$ cat src/rtl/recebe_ascii_bcd.sv
// Receive-side ASCII-to-BCD assembler: takes a tens then a units decimal character
// from the UART receiver, with a per-character timeout while waiting.
module recebe_ascii_bcd #(
  parameter int TIMEOUT_CICLOS = 50000000
) (
  input  logic       clock,
  input  logic       reset,
  input  logic       recebe_bcd,
  input  logic       pronto_recepcao,
  input  logic [7:0] dado_recepcao,
  output logic [7:0] bcd,
  output logic       pronto,
  output logic       erro,
  output logic [2:0] db_estado
);

  localparam int CNT_W = (TIMEOUT_CICLOS > 1) ? $clog2(TIMEOUT_CICLOS) : 1;
  localparam logic [CNT_W-1:0] CNT_MAX = CNT_W'(TIMEOUT_CICLOS - 1);

  typedef enum logic [2:0] {
    IDLE           = 3'd0,
    ESPERA_DEZENA  = 3'd1,
    ESPERA_UNIDADE = 3'd2,
    FIM            = 3'd3,
    ERRO           = 3'd4
  } estado_t;

  estado_t          estado_q, estado_d;
  logic [3:0]       dezena_q, dezena_d;
  logic [7:0]       bcd_q, bcd_d;
  logic [CNT_W-1:0] cnt_q, cnt_d;
  logic             digito_ok, espera, expirou;

  assign digito_ok = (dado_recepcao >= 8'h30) && (dado_recepcao <= 8'h39);
  assign espera    = (estado_q == ESPERA_DEZENA) || (estado_q == ESPERA_UNIDADE);
  assign expirou   = (cnt_q == CNT_MAX);

  // A strobe is tested before expiry so a character in the last wait cycle wins.
  always_comb begin
    estado_d = estado_q;
    dezena_d = dezena_q;
    bcd_d    = bcd_q;
    case (estado_q)
      IDLE:
        if (recebe_bcd) estado_d = ESPERA_DEZENA;
      ESPERA_DEZENA:
        if (pronto_recepcao) begin
          if (digito_ok) begin
            dezena_d = dado_recepcao[3:0];
            estado_d = ESPERA_UNIDADE;
          end else begin
            estado_d = ERRO;
          end
        end else if (expirou) begin
          estado_d = ERRO;
        end
      ESPERA_UNIDADE:
        if (pronto_recepcao) begin
          if (digito_ok) begin
            bcd_d    = {dezena_q, dado_recepcao[3:0]};
            estado_d = FIM;
          end else begin
            estado_d = ERRO;
          end
        end else if (expirou) begin
          estado_d = ERRO;
        end
      FIM, ERRO:
        estado_d = IDLE;
      default:
        estado_d = IDLE;
    endcase

    // Restart the count on every state change; only wait states advance it.
    cnt_d = cnt_q;
    if (estado_d != estado_q) cnt_d = '0;
    else if (espera)          cnt_d = cnt_q + 1'b1;
  end

  always_ff @(posedge clock or posedge reset) begin
    if (reset) begin
      estado_q <= IDLE;
      dezena_q <= 4'h0;
      bcd_q    <= 8'h00;
      cnt_q    <= '0;
    end else begin
      estado_q <= estado_d;
      dezena_q <= dezena_d;
      bcd_q    <= bcd_d;
      cnt_q    <= cnt_d;
    end
  end

  assign bcd       = bcd_q;
  assign pronto    = (estado_q == FIM);
  assign erro      = (estado_q == ERRO);
  assign db_estado = estado_q;

endmodule
$ cat config.mk
export PLATFORM = sky130hd
export DESIGN_NAME = recebe_ascii_bcd
export DESIGN_NICKNAME = d
export VERILOG_FILES = /design/src/rtl/recebe_ascii_bcd.sv
export SDC_FILE = /design/constraint.sdc
export NUM_CORES = 1
export LEC_CHECK = 0
export BUFFER_PORTS_ARGS = -buffer_cell sky130_fd_sc_hd__buf_2
export CORE_ASPECT_RATIO = 1.2
export CORE_MARGIN = 10
export CORE_UTILIZATION = 35
export CTS_CLUSTER_DIAMETER = 50
export DETAILED_ROUTE_END_ITERATION = 16
export SLEW_MARGIN = 30
export SYNTH_ARGS = -nofsm -noshare
export SYNTH_HDL_FRONTEND = slang
export SYNTH_SLANG_ARGS = --single-unit
$ cat constraint.sdc
create_clock -name clock -period 2.1 [get_ports clock]
set_clock_uncertainty 0.15 [all_clocks]
set_input_delay 0.21 -clock clock [delete_from_list [all_inputs] [get_ports clock]]
set_output_delay 0.21 -clock clock [all_outputs]
set_load 0.03 [all_outputs]
==> flow_summary.yaml, run 1 <==
cts:
  h-tree-depth: 2
  root_buffer: "clkbuf_8"
  cts_buffers: 5
  clock_sinks: 41
  clock_latency_ns: 0.29
  tritoncts: "done"
  cts.path.max_buffers: 2
  clkTransAtPathRegs_ns: 0.08
placed_design:
  globalplace.congestion: 0.785
  postPlaceCellArea_um2: 2770
  hpwlAfterDp_mm: 4.05
  portBuffers: 24
  numPlacedInstances: 330
setup_path:
  r2r_setup_slack_ns: -0.04
  cp_slowest_cell: "or4_4"
  timing.rr.end: "cnt_q[25]"
  slowest_delay_ns: 0.49
  cp_data_arrival_time_ns: 2.19
  cp-endpoint: "cnt_q[25]"
  worst-path-max-fanout: 6
  crit_start: "db_estado[0]"
  worstSetupEndpointType: "register"
  worstSetupStartpointType: "register"
  reg2reg_from: "db_estado[0]"
  cp.required_ns: 2.15
  cp_cell_sequence: "xnor2_4 > buf_6 > or3_4 > or4_4 > a221oi_2"
  setup.worst_path.class: "register to register"
  r2r.worst_path.cells: 5
final_layout:
  fin_nets: 268
  fillers: 626
  drive_gt1_frac: 0.445
  fin_cells: 341
  antenna_cells: 0
  area_growth_syn_to_layout_pct: 29.1
  fin_util: 0.463
  final_area_um2: 2970
synth:
  syn_area_um2: 2300
  synth-seq-cells: 41
  async_flop_share: 1.00
  avgSynthCellArea_um2: 10.8
  synth_ff_type: "dfrtp_1"
  syn_nets: 226
  yosysSeqAreaShare: 0.446
  synth_edf_count: 0
  synth.distinct_cells: 42
  synth_warnings: 0
  syn_inst: 213
floorplan:
  die_w_um: 94.0
  start_util: 0.359
  io_pins: 25
  rows: 32
  die_h_um: 109
  dieArea_um2: 10200
  core-area_um2: 6410
global_route:
  grt_pass1_wl_mm: 9.73
  antenna_found_initial: 0
  grt_pass1_vias: 2025
  grt.overflow.total: 0
  grt_max_degree: 42
  grt_usage: 0.117
sta:
  slew_viol_final: 0
  max_freq_mhz: 468
  setup_ws_ns: -0.0366
  setup_viol: 3
  period_share: 1.02
  max_slew_margin: 0.644
  finalSetupTns_ns: -0.0858
  fin_crit_ns: 2.14
  hold_viol_final: 0
  rsz0062_at_grt: "true"
  worst_pin_slew_ns: 0.534
power_and_ir_drop:
  power_density_nw_per_um2: 678
  ir_drop_v: 0.000448
  p_sw_frac: 0.301
  pwr-share-seq: 0.426
  leakage_nw: 1.19
  power.internal_mw: 1.41
  p_total_mw: 2.01
  p_sw_uw: 606
  p_clk_frac: 0.330
  combinationalPowerShare: 0.244
route:
  drc: 0
  drt-wirelength-per-cell_um: 17.0
  vias: 1955
  ant_nets: 0
  drt-initial-drc-count: 78
  via_per_inst: 5.73
  wl_mm: 5.79
  dr.pass1.iters: 4
status:
  violations: "setup timing"
  outcome: "finished with violations"
hold_path:
  hp-class: "primary input to register"
run:
  cap_violations: 0
[placed cells by master, fill, tap and decap left out, types with 2 or more instances in the layout]
cell,netlist,routed
or3_4,1,2
or3_1,5,4
o21ai_0,6,6
or3_2,1,2
xor2_1,2,2
nand4_1,11,11
a211oi_1,7,7
nor3_1,3,3
nor3b_1,2,2
dfrtp_1,41,39
nor2_1,3,3
buf_12,0,3
buf_6,4,2
buf_2,3,24
or4_4,0,13
dfrtp_2,0,2
inv_1,4,4
o31ai_1,14,14
and3_1,2,2
nor4b_1,2,2
a221oi_2,1,15
nand3_1,9,9
buf_4,0,24
clkbuf_8,3,6
xnor2_1,6,5
a221oi_1,18,3
nand2_1,9,9
mux2_2,12,12
and4_1,5,5
[worst max-delay path, delay by kind of cell (launching register included)]
kind                      cells  cell delay, ns
and+or+nand+nor               2            0.91
DFF                           1            0.45
buffers and inverters         1            0.13
AOI/OAI and AO/OA             1            0.24
xor gates and xnor gates      1            0.16
[cells by family after synthesis]
logic type,after synthesis,synth area share
buffers and inverters,24,0.0702
multiplexers,13,0.0631
AND/OR/NAND/NOR,76,0.214
XOR/XNOR,8,0.0305
AO/OA/AOI/OAI,50,0.171
adder cells (fa/ha/maj),1,0.00544
flip-flops,41,0.446
[metal layers]
metal	up-vias	part of all wire	track usage
met2	32	0.51	0.204
met5	-	0	0
met3	8	0.037	0.0337
met1	979	0.44	0.136
met4	0	0.016	0.0326
li1	936	-	-
[through the flow]
stage	hold WS, ns	setup WS, ns
6_report	0.0170	-0.0366
5_1_grt	0.00794	-0.120
4_1_cts	0.00798	-0.0280
3_5_place_dp	0.223	-0.0427
3_3_place_gp	0.223	0.00352
2_1_floorplan	0.211	-0.186
[power by group through the flow]
stage	clock network [mW]	logic (mW)	registers, mW
6_report	0.665	0.491	0.858
2_1_floorplan	0	0.278	0.898
5_1_grt	0.718	0.534	0.864
3_3_place_gp	0	0.462	0.868
3_5_place_dp	0	0.465	0.869
4_1_cts	0.679	0.469	0.853
[cell type report]
| class | instances | area, µm² | share of cell area |
|---|---|---|---|
| Clock inverter | 2 | 37.5 | 0.0126 |
| Multi-Input combinational cell | 149 | 1310 | 0.440 |
| Clock buffer | 6 | 82.6 | 0.0278 |
| Tap cell | 85 | 106 | 0.0358 |
| Sequential cell | 41 | 1030 | 0.346 |
| Inverter | 4 | 15.0 | 0.00506 |
| Timing Repair Buffer | 54 | 393 | 0.132 |
[state kept, by name (all words and copies together) (netlist names)]
signal and cells:
db_estado 3, cnt_q 26, bcd 8, dezena_q 4
[cell usage after synthesis, types with 4 or more instances]
| master | number | area share |
|---|---|---|
| nand4_1 | 11 | 0.030 |
| xnor2_1 | 6 | 0.023 |
| mux2_2 | 12 | 0.059 |
| o31ai_1 | 14 | 0.046 |
| clkbuf_1 | 9 | 0.015 |
| a211oi_1 | 7 | 0.023 |
| or3_1 | 5 | 0.014 |
| dfrtp_1 | 41 | 0.45 |
| nand2_1 | 9 | 0.015 |
| or4_1 | 14 | 0.046 |
| nand3_1 | 9 | 0.020 |
| and4_1 | 5 | 0.019 |
| a221oi_1 | 18 | 0.069 |
| o21ai_0 | 6 | 0.013 |
| inv_1 | 4 | 0.0065 |
| buf_6 | 4 | 0.020 |
[worst min path at each step]
stage	depth (start not counted)	endpoint	start	slack, ns
after floorplan	1	dezena_q[0]	dado_recepcao[0]	0.21
final	2	bcd[0]	dado_recepcao[0]	0.02
after detailed placement	3	bcd[4]	reset	0.22
after CTS	2	bcd[0]	dado_recepcao[0]	0.008
after global placement	3	bcd[4]	reset	0.22
after global routing	2	dezena_q[0]	dado_recepcao[0]	0.008
[timing repair]
item / 4_1_cts / 5_1_grt
cloned: 0 / 1
buffers inserted: 0 / 1
pin swaps: 1 / 10
endpoints found under the hold margin: 41 / 0
endpoints found under the setup margin: 5 / 16
hold buffers: 1 / 0
gates resized for setup: 2 / 8
Power figures use the tool's default switching activity.
==> inputs of run 2 (changes only) <==
- RECOVER_POWER: unset -> 50
==> run 2 against run 1 <==
Effect of this change:
- the flow still finishes with violations (setup timing)
- via count shrank 0.41%
- global-route usage stayed put
- core utilization is 0.059 points lower
- cell area shrank 0.13%
- critical path depth unchanged
- largest cell class unchanged
- highest routed layer unchanged
==> flow_summary.yaml, run 2 (same netlist as run 1, synthesis figures left out) <==
global_route:
  grt_pass1_wl_mm: 9.73
  use_met1: 0.136
  gr-max-usage-layer: "met2"
  met3_usage: 0.0337
  grt_pass1_vias: 2025
  antenna_found_initial: 0
  grt_max_degree: 42
  grt_util_met2: 0.204
  grt.overflow.total: 0
  grt_usage: 0.117
cts:
  cts.path.max_buffers: 2
  tritoncts: "done"
  clock_sinks: 41
  clkTransAtPathRegs_ns: 0.08
  cts_buffers: 5
  clock_latency_ns: 0.29
  h-tree-depth: 2
  root_buffer: "clkbuf_8"
setup_path:
  cp_slowest_cell: "or4_4"
  crit_cells: 5
  cp_cell_sequence: "xnor2_4 > buf_6 > or3_4 > or4_4 > a221oi_2"
  slowest_delay_ns: 0.49
  setup.worst_path.class: "register to register"
  crit_buf_inv: 1
  r2r.worst_path.cells: 5
  r2r_setup_slack_ns: -0.03
  timing.rr.end: "cnt_q[25]"
  cp.required_ns: 2.15
  worst-path-max-fanout: 6
  cp_top_family: "simple AND/OR/NAND/NOR gates"
  crit_start: "db_estado[0]"
  worstSetupEndpointType: "register"
  cp-endpoint: "cnt_q[25]"
  cp_data_arrival_time_ns: 2.19
  worstSetupStartpointType: "register"
  reg2reg_from: "db_estado[0]"
sta:
  rsz0062_at_grt: "true"
  holdWs_ns: 0.0167
  fin_crit_ns: 2.13
  hold_viol_final: 0
  max_freq_mhz: 469
  slew_viol_final: 0
  max_slew_margin: 0.303
  setup_ws_ns: -0.0337
  setup_viol: 3
  worst_pin_slew_ns: 1.05
  period_share: 1.02
final_layout:
  largest_reg_flops: 26
  final_area_um2: 2970
  area_growth_syn_to_layout_pct: 28.9
  fillers: 626
  layout_commonest_cell: "dfrtp_1"
  drive_gt1_frac: 0.441
  fin_util: 0.463
  fin_nets: 268
  top_register: "cnt_q"
  antenna_cells: 0
  final_cell_mix: "dfrtp_1, buf_2, buf_4"
run:
  cap_violations: 0
placed_design:
  pre_cts_ws_ns: -0.0427
  globalplace.congestion: 0.785
  postPlaceCellArea_um2: 2770
  portBuffers: 24
  hpwlAfterDp_mm: 4.05
status:
  outcome: "finished with violations"
  violations: "setup timing"
route:
  dr.pass1.iters: 5
  drt-wirelength-per-cell_um: 17.1
  vias: 1947
  drc: 0
  drt-initial-drc-count: 78
  ant_nets: 0
  via_per_inst: 5.71
  wl_mm: 5.82
floorplan:
  die_w_um: 94.0
  rows: 32
  dieArea_um2: 10200
  core-area_um2: 6410
  die_h_um: 109
  start_util: 0.359
  io_pins: 25
hold_path:
  hp-class: "primary input to register"
  min_from: "dado_recepcao[0]"
power_and_ir_drop:
  leakage_nw: 1.18
  power_density_nw_per_um2: 679
  ir_drop_v: 0.000448
-- run 2: cell count changes in the layout (fill, tap and decap cells not counted) --
cell      delta
clkbuf_2     +1
buf_2        -1
clkbuf_1     +1
buf_4        -1
-- run 2: per-layer routing --
metal | wire length (µm) | vias to the layer above | share of wire
met1 | 2590 | 973 | 0.44
li1 | - | 936 | -
met4 | 90 | 0 | 0.015
met3 | 209 | 8 | 0.036
met2 | 2930 | 30 | 0.50
met5 | 0 | - | 0
-- run 2: worst min path at each step --
stage                     cells past startpoint           to  slack [ns]
final                                         2       bcd[0]        0.02
after global routing                          2  dezena_q[0]       0.008
after CTS                                     2       bcd[0]       0.008
after detailed placement                      3       bcd[4]        0.22
after global placement                        3       bcd[4]        0.22
after floorplan                               1  dezena_q[0]        0.21
-- run 2: cell type report --
| type | count | area (µm²) | share of cell area |
|---|---|---|---|
| repair buffers | 54 | 389 | 0.131 |
| multi-input cells | 149 | 1310 | 0.441 |
| clock buffers | 6 | 82.6 | 0.0278 |
| well taps | 85 | 106 | 0.0359 |
| flip-flops and latches | 41 | 1030 | 0.347 |
| inverters | 4 | 15.0 | 0.00506 |
| clock inverters | 2 | 37.5 | 0.0127 |
-- run 2: through the flow --
step / TNS, ns / power (mW) / cells
after global placement: 0 / 1.33 / 330
final: -0.0791 / 2.01 / 341
after floorplan: -2.16 / 1.18 / 213
after CTS: -0.0660 / 2.00 / 339
after global routing: -0.834 / 2.12 / 341
after detailed placement: -0.103 / 1.33 / 330
-- run 2: what timing repair did --
| action | 4_1_cts | 5_1_grt |
|---|---|---|
| cloned | 0 | 1 |
| setup endpoints to repair | 5 | 16 |
| setup buffers | 0 | 1 |
| hold buffers | 1 | 0 |
| hold endpoints to repair | 41 | 0 |
| resized for setup | 2 | 8 |
| pin swaps | 1 | 10 |
-- run 2: report_power, final --
group	total [mW]	internal [mW]	switching [mW]
clock network	0.664	0.386	0.278
registers	0.858	0.829	0.0294
logic	0.491	0.191	0.300
-- run 2: worst reg2reg max path, cell delays in order (launching register included) --
cell,delay (ns)
dfrtp_2,0.45
xnor2_4,0.17
buf_6,0.13
or3_4,0.42
or4_4,0.49
a221oi_2,0.24
==> inputs of run 3 (changes only) <==
- CTS_CLUSTER_SIZE: unset -> 40
- GPL_ROUTABILITY_DRIVEN: unset -> 0
- MAX_ROUTING_LAYER: unset -> met4
==> run 3 against run 2 <==
Effect of this change:
- the run still ends with setup timing left
- power up 0.13%
- cell area did not move
- wire length shrank 0.29%
- via count is 0.46% higher
- critical endpoint unchanged
- largest power group unchanged
==> flow_summary.yaml, run 3 (same netlist as run 1, synthesis figures left out) <==
floorplan:
  die_w_um: 94.0
  rows: 32
  core-area_um2: 6410
  dieArea_um2: 10200
  io_pins: 25
  start_util: 0.359
  die_h_um: 109
status:
  outcome: "finished with violations"
  violations: "setup timing"
route:
  dr.pass1.iters: 4
  wl_mm: 5.80
  drt-initial-drc-count: 79
  ant_nets: 0
  vias: 1956
  via_per_inst: 5.74
  drt-wirelength-per-cell_um: 17.0
  drc: 0
run:
  cap_violations: 0
final_layout:
  drive_gt1_frac: 0.441
  area_growth_syn_to_layout_pct: 28.9
  fillers: 626
  largest_reg_flops: 26
  top_register: "cnt_q"
  layout_commonest_cell: "dfrtp_1"
  final_cell_mix: "dfrtp_1, buf_2, buf_4"
  antenna_cells: 0
  final_area_um2: 2970
  fin_nets: 268
sta:
  hold_viol_final: 0
  max_slew_margin: 0.321
  setup_viol: 3
  holdWs_ns: 0.0130
  fin_crit_ns: 2.13
  worst_pin_slew_ns: 1.02
  slew_viol_final: 0
  setup_ws_ns: -0.0345
  rsz0062_at_grt: "true"
  max_freq_mhz: 468
  period_share: 1.02
setup_path:
  worst-path-max-fanout: 6
  setup.worst_path.class: "register to register"
  worstSetupEndpointType: "register"
  cp_data_arrival_time_ns: 2.19
  r2r_setup_slack_ns: -0.03
  cp.required_ns: 2.16
  worstSetupStartpointType: "register"
cts:
  root_buffer: "clkbuf_8"
  h-tree-depth: 2
  clock_sinks: 41
  clkTransAtPathRegs_ns: 0.08
  clock_latency_ns: 0.29
  tritoncts: "done"
  cts.path.max_buffers: 2
  cts_buffers: 5
power_and_ir_drop:
  power_density_nw_per_um2: 680
  leakage_nw: 1.18
  pwr-share-seq: 0.426
  p_sw_frac: 0.302
  combinationalPowerShare: 0.243
  ir_drop_v: 0.000448
  p_sw_uw: 610
  p_clk_frac: 0.331
  power.internal_mw: 1.41
  p_total_mw: 2.02
placed_design:
  portBuffers: 24
  postPlaceCellArea_um2: 2770
  hpwlAfterDp_mm: 4.05
hold_path:
  hp-class: "primary input to register"
global_route:
  grt_pass1_wl_mm: 9.74
  antenna_found_initial: 0
  grt_pass1_vias: 2025
  grt.overflow.total: 0
  grt_max_degree: 42
  grt_usage: 0.120
==> run 3: what timing repair did <==
item | 4_1_cts | 5_1_grt
pin swaps | 1 | 10
endpoints found under the setup margin | 5 | 16
resized for setup | 2 | 8
endpoints found under the hold margin | 41 | 0
buffers inserted | 0 | 1
hold buffers | 1 | 0
cloned | 0 | 1
==> run 3: cell type report <==
type	count	area, µm²	area share
inverter	4	15.0	0.00506
clock buffer	6	82.6	0.0278
tap	85	106	0.0359
timing repair buffer	54	389	0.131
multi-input combinational	149	1310	0.441
sequential	41	1030	0.347
clock inverter	2	37.5	0.0127
==> run 3: layer usage <==
metal / part of all wire / global-route usage
met3: 0.032 / 0.0316
met5: 0 / -
met4: 0.015 / 0.0326
met1: 0.44 / 0.136
met2: 0.51 / 0.205
==> run 3: power by group through the flow <==
stage / logic, mW / clock network, mW / registers [mW]
global placement: 0.462 / 0 / 0.868
detailed placement: 0.465 / 0 / 0.869
CTS: 0.469 / 0.679 / 0.853
global route: 0.533 / 0.718 / 0.864
finish: 0.491 / 0.667 / 0.858
floorplan: 0.278 / 0 / 0.898
==> run 3: critical path: stages, from the launching register on <==
cell and delay (ns):
dfrtp_2 0.45, xnor2_4 0.16, buf_6 0.13, or3_4 0.42, or4_4 0.49, a221oi_2 0.24
==> run 3: stage by stage <==
stage / setup slack (ns) / setup TNS (ns) / utilization / instances
after global routing: -0.120 / -0.834 / 0.463 / 341
after global placement: 0.00352 / 0 / 0.433 / 330
final: -0.0345 / -0.0795 / 0.463 / 341
after detailed placement: -0.0427 / -0.103 / 0.433 / 330
after CTS: -0.0280 / -0.0660 / 0.454 / 339
after floorplan: -0.186 / -2.16 / - / 213
==> run 3: worst paths after layout <==
path                                end  depth (start not counted)             start
setup / recovery              cnt_q[25]                          5      db_estado[0]
hold / removal                   bcd[0]                          2  dado_recepcao[0]
setup reg to reg              cnt_q[25]                          5      db_estado[0]
hold reg to reg             dezena_q[2]                          1       dezena_q[2]
max in group asynchronous  db_estado[1]                          4             reset
min in group asynchronous        bcd[4]                          4             reset
